<file path="config.mk">
export PLATFORM = sky130hd
export DESIGN_NAME = switch_sequence_player
export DESIGN_NICKNAME = d
export VERILOG_FILES = /design/src/rtl/switch_sequence_player.sv
export SDC_FILE = /design/constraint.sdc
export NUM_CORES = 1
export LEC_CHECK = 0
export CORE_ASPECT_RATIO = 0.9
export CORE_MARGIN = 8
export CORE_UTILIZATION = 57
export DETAILED_ROUTE_END_ITERATION = 12
export PLACE_DENSITY = 0.89
export SYNTH_ARGS = -nofsm -noshare
export SYNTH_HDL_FRONTEND = slang
export SYNTH_SLANG_ARGS = --single-unit
</file>
<file path="constraint.sdc">
create_clock -name clk -period 3.2 [get_ports clk]
set_input_delay 0.64 -clock clk [delete_from_list [all_inputs] [get_ports clk]]
set_output_delay 0.64 -clock clk [all_outputs]
set_load 0.01 [all_outputs]
</file>
<file path="src/rtl/switch_sequence_player.sv">
// switch_sequence_player: replays stored 4-bit switch codes as timed hold/gap pulses on S (optional SEQ_PLAYER_LOOP_EN adds a loop input)
module switch_sequence_player #(
  parameter int DEPTH    = 8,
  parameter int HOLD_CYC = 16,
  parameter int GAP_CYC  = 8,
  parameter int CNT_W    = 8
) (
  input  logic                     clk,
  input  logic                     reset,
  input  logic                     wr_en,
  input  logic [3:0]               wr_code,
  input  logic                     clr,
  input  logic                     start,
  input  logic                     abort,
`ifdef SEQ_PLAYER_LOOP_EN
  input  logic                     loop,
`endif
  output logic [3:0]               S,
  output logic                     busy,
  output logic                     done,
  output logic                     wr_err,
  output logic [$clog2(DEPTH):0]   len
);
  localparam int IW = $clog2(DEPTH);
  localparam int LW = IW + 1;
  typedef enum logic [1:0] {IDLE, HOLD, GAP} state_t;
  state_t state_q, state_d;
  logic [IW-1:0] idx_q, idx_d;
  logic [CNT_W-1:0] timer_q, timer_d;
  logic [LW-1:0] len_q, len_d;
  logic [3:0] s_q, s_d;
  logic done_q, done_d, wr_err_q, wr_err_d;
  logic [3:0] mem_q [DEPTH];
  logic wr_ok, last, step, loop_w;
`ifdef SEQ_PLAYER_LOOP_EN
  assign loop_w = loop;
`else
  assign loop_w = 1'b0;
`endif
  assign last = {1'b0, idx_q} == len_q - LW'(1);
  // next state: abort first, then IDLE command decode or HOLD/GAP timing
  always_comb begin
    state_d  = state_q;
    idx_d    = idx_q;
    timer_d  = timer_q;
    len_d    = len_q;
    s_d      = s_q;
    done_d   = 1'b0;
    wr_err_d = 1'b0;
    wr_ok    = 1'b0;
    step     = 1'b0;
    if (abort) begin
      state_d = IDLE;
      s_d     = 4'd0;
      timer_d = '0;
    end else if (state_q == IDLE) begin
      if (start) begin
        if (len_q != '0) begin
          state_d = HOLD;
          idx_d   = '0;
          s_d     = mem_q[0];
          timer_d = CNT_W'(HOLD_CYC - 1);
        end else done_d = 1'b1;
      end else if (clr) len_d = '0;
      else if (wr_en) begin
        wr_ok    = len_q != LW'(DEPTH);
        len_d    = wr_ok ? len_q + LW'(1) : len_q;
        wr_err_d = !wr_ok;
      end
    end else begin
      wr_err_d = wr_en;
      if (timer_q != '0) timer_d = timer_q - CNT_W'(1);
      else if (state_q == HOLD && GAP_CYC > 0) begin
        state_d = GAP;
        s_d     = 4'd0;
        timer_d = CNT_W'(GAP_CYC - 1);
      end else step = 1'b1;
      if (step) begin
        if (!last || loop_w) begin
          idx_d   = last ? '0 : idx_q + IW'(1);
          state_d = HOLD;
          s_d     = mem_q[idx_d];
          timer_d = CNT_W'(HOLD_CYC - 1);
        end else begin
          state_d = IDLE;
          s_d     = 4'd0;
          done_d  = 1'b1;
        end
      end
    end
  end
  // state and output registers
  always_ff @(posedge clk) begin
    if (reset) begin
      state_q  <= IDLE;
      idx_q    <= '0;
      timer_q  <= '0;
      len_q    <= '0;
      s_q      <= 4'd0;
      done_q   <= 1'b0;
      wr_err_q <= 1'b0;
    end else begin
      state_q  <= state_d;
      idx_q    <= idx_d;
      timer_q  <= timer_d;
      len_q    <= len_d;
      s_q      <= s_d;
      done_q   <= done_d;
      wr_err_q <= wr_err_d;
    end
  end
  // code storage, contents need no reset
  always_ff @(posedge clk) begin
    if (!reset && wr_ok) mem_q[len_q[IW-1:0]] <= wr_code;
  end
  assign S      = s_q;
  assign busy   = state_q != IDLE;
  assign done   = done_q;
  assign wr_err = wr_err_q;
  assign len    = len_q;
endmodule
</file>
-- Word level (Yosys, flattened, before mapping)
Memory sizes are Yosys's and may differ from the RTL's.
Cells that the tools add are included.
W data, S select, Z words.
- add/subtract/negate cells: 4
- $mul: 0
- div/mod/pow operators: 0
- $lt $le $gt $ge: 0
- eq/ne operators: 7
- shift operators: 0
- mux-type cells: 50
- bitwise gates (word level): 2
- reduce and logical (&&, ||, !) cells: 16
- operator list (operator ; count):
    $mux W8 ; 7
    $mux W4 ; 10
    $mux W1 ; 21
    $mux W3 ; 6
    $mux W2 ; 6
    $reduce_and A5 Y1 ; 2
    $reduce_bool A2 Y1 ; 4
    $reduce_bool A8 Y1 ; 1
    $sub A8 B1 Y8 const B ; 1
    $add A4 B1 Y4 const B ; 1
    $eq A3 B4 Y1 ; 1
    $ne A2 B1 Y1 const B ; 2
    $ne A4 B4 Y1 const B ; 1
    $reduce_and A4 Y1 ; 1
    $reduce_bool A4 Y1 ; 1
    $sub A4 B1 Y4 const B ; 1
    $add A3 B1 Y3 const B ; 1
    $ne A3 B2 Y1 const B ; 1
    $reduce_bool A3 Y1 ; 1
    $eq A2 B1 Y1 const B ; 1
    $logic_not A1 Y1 ; 2
    $logic_not A2 Y1 ; 1
    $ne A2 B2 Y1 const B ; 1
    $not A1 Y1 ; 2
    other kinds (3) ; 3
- register bits after elaboration: 23
- bits in latches: 0
- bits in writable memories: 32
- bits in read-only memories: 0
- input bits: 10
- output and inout port bits: 11
- logic and storage cells: 87
- memories: 1
- memory list (name ; words ; width ; read ports ; clocked after Yosys merged registers in ; write ports ; line ; source):
    mem_q ; 8 ; 4 ; 2 ; 0 ; 1 ; 33 ; logic [3:0] mem_q [DEPTH];

-- Logic depth before layout (Yosys ltp)
- depth in word-level cells: 9
- mapped depth: 9

-- Worst setup path after synthesis
No wires, ideal clock.
- path type: reg2reg
- start point: reg len_q[1] (netlist: len[1])
- end point: reg s_q[0] (netlist: S[0])
- setup time: 0.123 ns
- data arrival time: 2.770 ns
- slack: 0.307 ns
- stages on the path, launching flop included: 10
- path buffers: 1
- clock period less this slack: 2.893 ns
- cells stage by stage: dfxtp_1 clkbuf_1 inv_1 ha_1 xor2_4 a41oi_4 mux4_1 mux2_2 a221oi_1 nor2_1
- cells in the longest elaborated chain, start to end: 7
- elaborated cells between the ends (all ways): 10
- classes of those cells: 1 x add/sub; 2 x eq/ne; 4 x mux; 2 x reduce/logical; 1 x memory
- RTL lines (element ; line ; source):
    start: declaration ; 30 ; logic [LW-1:0] len_q, len_d;
    start signal: assignment ; 106 ; len_q <= len_d;
    $sub A4 B1 Y4 ; 40 ; assign last = {1'b0, idx_q} == len_q - LW'(1);
    $eq A3 B4 Y1 ; 40 ;
    $mux W3 ; 80 ; idx_d = last ? '0 : idx_q + IW'(1);
    $mem_v2 Z8 W4 ; - ;
    $mux W4 ; 79 ; if (!last || loop_w) begin
    $mux W4 ; 78 ; if (step) begin
    $mux W4 ; 56 ; end else if (state_q == IDLE) begin
    end signal: assignment ; 99 ; s_q <= 4'd0;
    end signal: assignment ; 107 ; s_q <= s_d;
    end: declaration ; 31 ; logic [3:0] s_q, s_d;
Parallel ways exist; a longest one is shown, timed or not.
A chain may end at the register's enable or synchronous reset.

-- Worst setup path after layout
- start point: reg len_q[0] (netlist: len[0])
- end point: reg s_q[0] (netlist: S[0])
The elaborated chain is that of the path after synthesis.

==> metrics <==
Die Area=0.00699 mm²; Worst setup EP type=flip-flop; worst skew pair latency=0.32 ns; num ports=21; Chip Width=87.3 µm; Critical Path RT=3.41 ns; VDD IR max=0.370 mV; crit start category=flip-flop; Slew @ Worst Pin=0.979 ns; unrepaired setup endpoints after global routing=no; area post-placement=0.00293 mm²; main combinational cell family by area after synthesis=compound AO/OA/AOI/OAI gates; hold path endpoint=state_q[0]$_SDFFE_PP0P_; drt first-iter violations=171; fin. max-slew vios=0; leading area contributor after synthesis=edfxtp_1; CP Max Fanout=8; Routed WL=5750 µm; Mapped Cells=221; power per cell area=412 mW/mm²; post-CTS resize count=0; Die H=80.1 µm; max_cap viols=0; Primary FF master, synth=edfxtp_1; final period utilization=0.892; fin crit period=2.85 ns; flop-to-flop setup slack=0.35 ns; top cells by area in the synthesized netlist=edfxtp_1 (37%), dfxtp_1 (18%), mux4_1 (7.1%), a21oi_1 (3.1%), nor2_1 (3.0%); hold path start=state_q[0]$_SDFFE_PP0P_; layout cells sized above 1=0.107; Pre-antenna DRT Iters=4; finished layout cell area=0.00304 mm²; f_max=351 MHz; mux cell area share after synthesis=0.0961; # hold bufs at CTS=0; Routability Congestion=0.829; setup violators final=0; Leak=1.05 nW; Synth top cells by count=edfxtp_1 (32), dfxtp_1 (23), nor2_1 (21); R2R Path Start=len[0]$_SDFFE_PP0P_; Starting Density=0.588; Net Count, Synth=235; path depth of the worst reg2reg path=8; CP arrival=3.06 ns; CTS tree=built; antenna-violating nets left=0; Final Skew=0.00348 ns; core area=0.00443 mm²; register area share after synthesis=0.546; Unique masters post-synth=50; top-count cell post-synth=edfxtp_1; Total GRT Usage=0.174; synthesis-to-finish area growth=16.6%; Simple-Gate Fraction of Synth Area=0.140; Mapped Area=0.00260 mm²; setup_tns=0 ns; Hold Path Depth=2; Syn. warnings=0; CTS sink cnt=55; area fraction of the dominant cell type after synthesis=0.369; total CTS buffers=5; Post-route DRC=0; setup bufs post-CTS=0; Syn Area/Cell=11.8 µm²; nets=266; DR WL/cell=18.2 µm; initial antenna violation count=0; type of the tightest min-delay check=flip-flop to flip-flop; R2R Path End=S[0]$_SDFFE_PP0P_; Detailed Place HPWL=4020 µm; worst rel slew slack=0.330; CTS Root Buffer Type=clkbuf_8; I/O Buffers=20; outcome=complete, no violations; Crit Path Class=flip-flop to flip-flop; number of diodes=0; global-route wire length before repair=9320 µm; Synth Area in XOR/XNOR=0.0331; number of global-route vias before repair=1842; CTS H-tree lvls=2; DR vias=1918; number of flops mapped to enable cells by yosys=32; # rows=23; fraction of the mapped netlist area in compound gates=0.142; Final Hold Viols=0; post-synthesis adder-cell area fraction=0.0192; Seq cells post-synth=55; Max Buffers Root-to-Sink=2; grt total ovfl=0; Reg clk slew, reported paths=0.10 ns; pin count of the biggest net entering global routing=21; vias per inst=6.09; ys async rst share=0
## critical path, stage by stage (launching register included)
cell,delay (ns)
dfxtp_1,0.34
inv_1,0.08
ha_1,0.37
xor2_4,0.19
a41oi_4,0.44
mux4_1,0.64
mux2_2,0.29
a221oi_1,0.30
nor2_1,0.08
## registers in the layout (all words and copies together) (netlist names)
signal / cells
len: 4
idx_q: 3
S: 4
done: 1
wr_err: 1
state_q: 2
timer_q: 8
mem_q: 32
## power breakdown
part / leakage [nW] / internal, mW / switching (mW)
Sequential: 0.473 / 0.751 / 0.00298
Combinational: 0.527 / 0.0330 / 0.0489
Clock: 0.0515 / 0.165 / 0.250
## layout by cell type (no fill, tap or decap), types with 5 or more instances in the layout
master	netlist	final
a21oi_1	16	16
buf_4	0	10
clkbuf_8	0	5
clkdlybuf4s50_1	0	20
dfxtp_1	23	23
edfxtp_1	32	32
inv_1	9	9
mux2_2	5	5
mux4_1	7	7
nand2_1	14	14
nand3_1	7	7
nor2_1	21	21
nor3_1	9	9
o21ai_0	11	11
## routing by layer
metal	vias up	track usage	routed length [µm]
met1	928	0.213	2540
met3	10	0.0499	328
li1	920	-	-
met5	-	0	0
met4	0	0.0566	70
met2	60	0.288	2810
## cell families after synthesis
| family | count (synthesis) |
|---|---|
| AOI/OAI and AO/OA | 54 |
| muxes | 13 |
| DFF | 55 |
| buffers and inverters | 16 |
| xor gates and xnor gates | 6 |
| adders and majority gates | 4 |
| and+or+nand+nor | 73 |
## layout make-up
class | count | area (µm²)
clock buffers | 5 | 68.8
clock inverters | 3 | 33.8
fillers | 337 | 1400
inverters | 10 | 37.5
multi-input cells | 150 | 1120
flip-flops and latches | 55 | 1420
well taps | 62 | 77.6
repair buffers | 30 | 275
## through the flow
step / total power [mW] / hold WS, ns / instances / utilization / setup slack, ns
after floorplan: 0.812 / 0.445 / 221 / - / 0.307
after global placement: 0.849 / 0.459 / 307 / 0.662 / 0.437
after detailed placement: 0.850 / 0.464 / 307 / 0.662 / 0.395
after CTS: 1.26 / 0.480 / 315 / 0.685 / 0.353
after global routing: 1.30 / 0.499 / 315 / 0.685 / 0.202
final: 1.25 / 0.479 / 315 / 0.685 / 0.347
## how the worst max path moves through the flow
stage,start,end,cells after the start
finish,len[0]$_SDFFE_PP0P_,S[0]$_SDFFE_PP0P_,8
floorplan,len[1]$_SDFFE_PP0P_,S[0]$_SDFFE_PP0P_,9
global route,len[0]$_SDFFE_PP0P_,S[1]$_SDFFE_PP0P_,8
CTS,len[0]$_SDFFE_PP0P_,S[2]$_SDFFE_PP0P_,8
global placement,len[0]$_SDFFE_PP0P_,S[0]$_SDFFE_PP0P_,8
detailed placement,len[0]$_SDFFE_PP0P_,S[2]$_SDFFE_PP0P_,8
(Power assumes the default switching activity.)
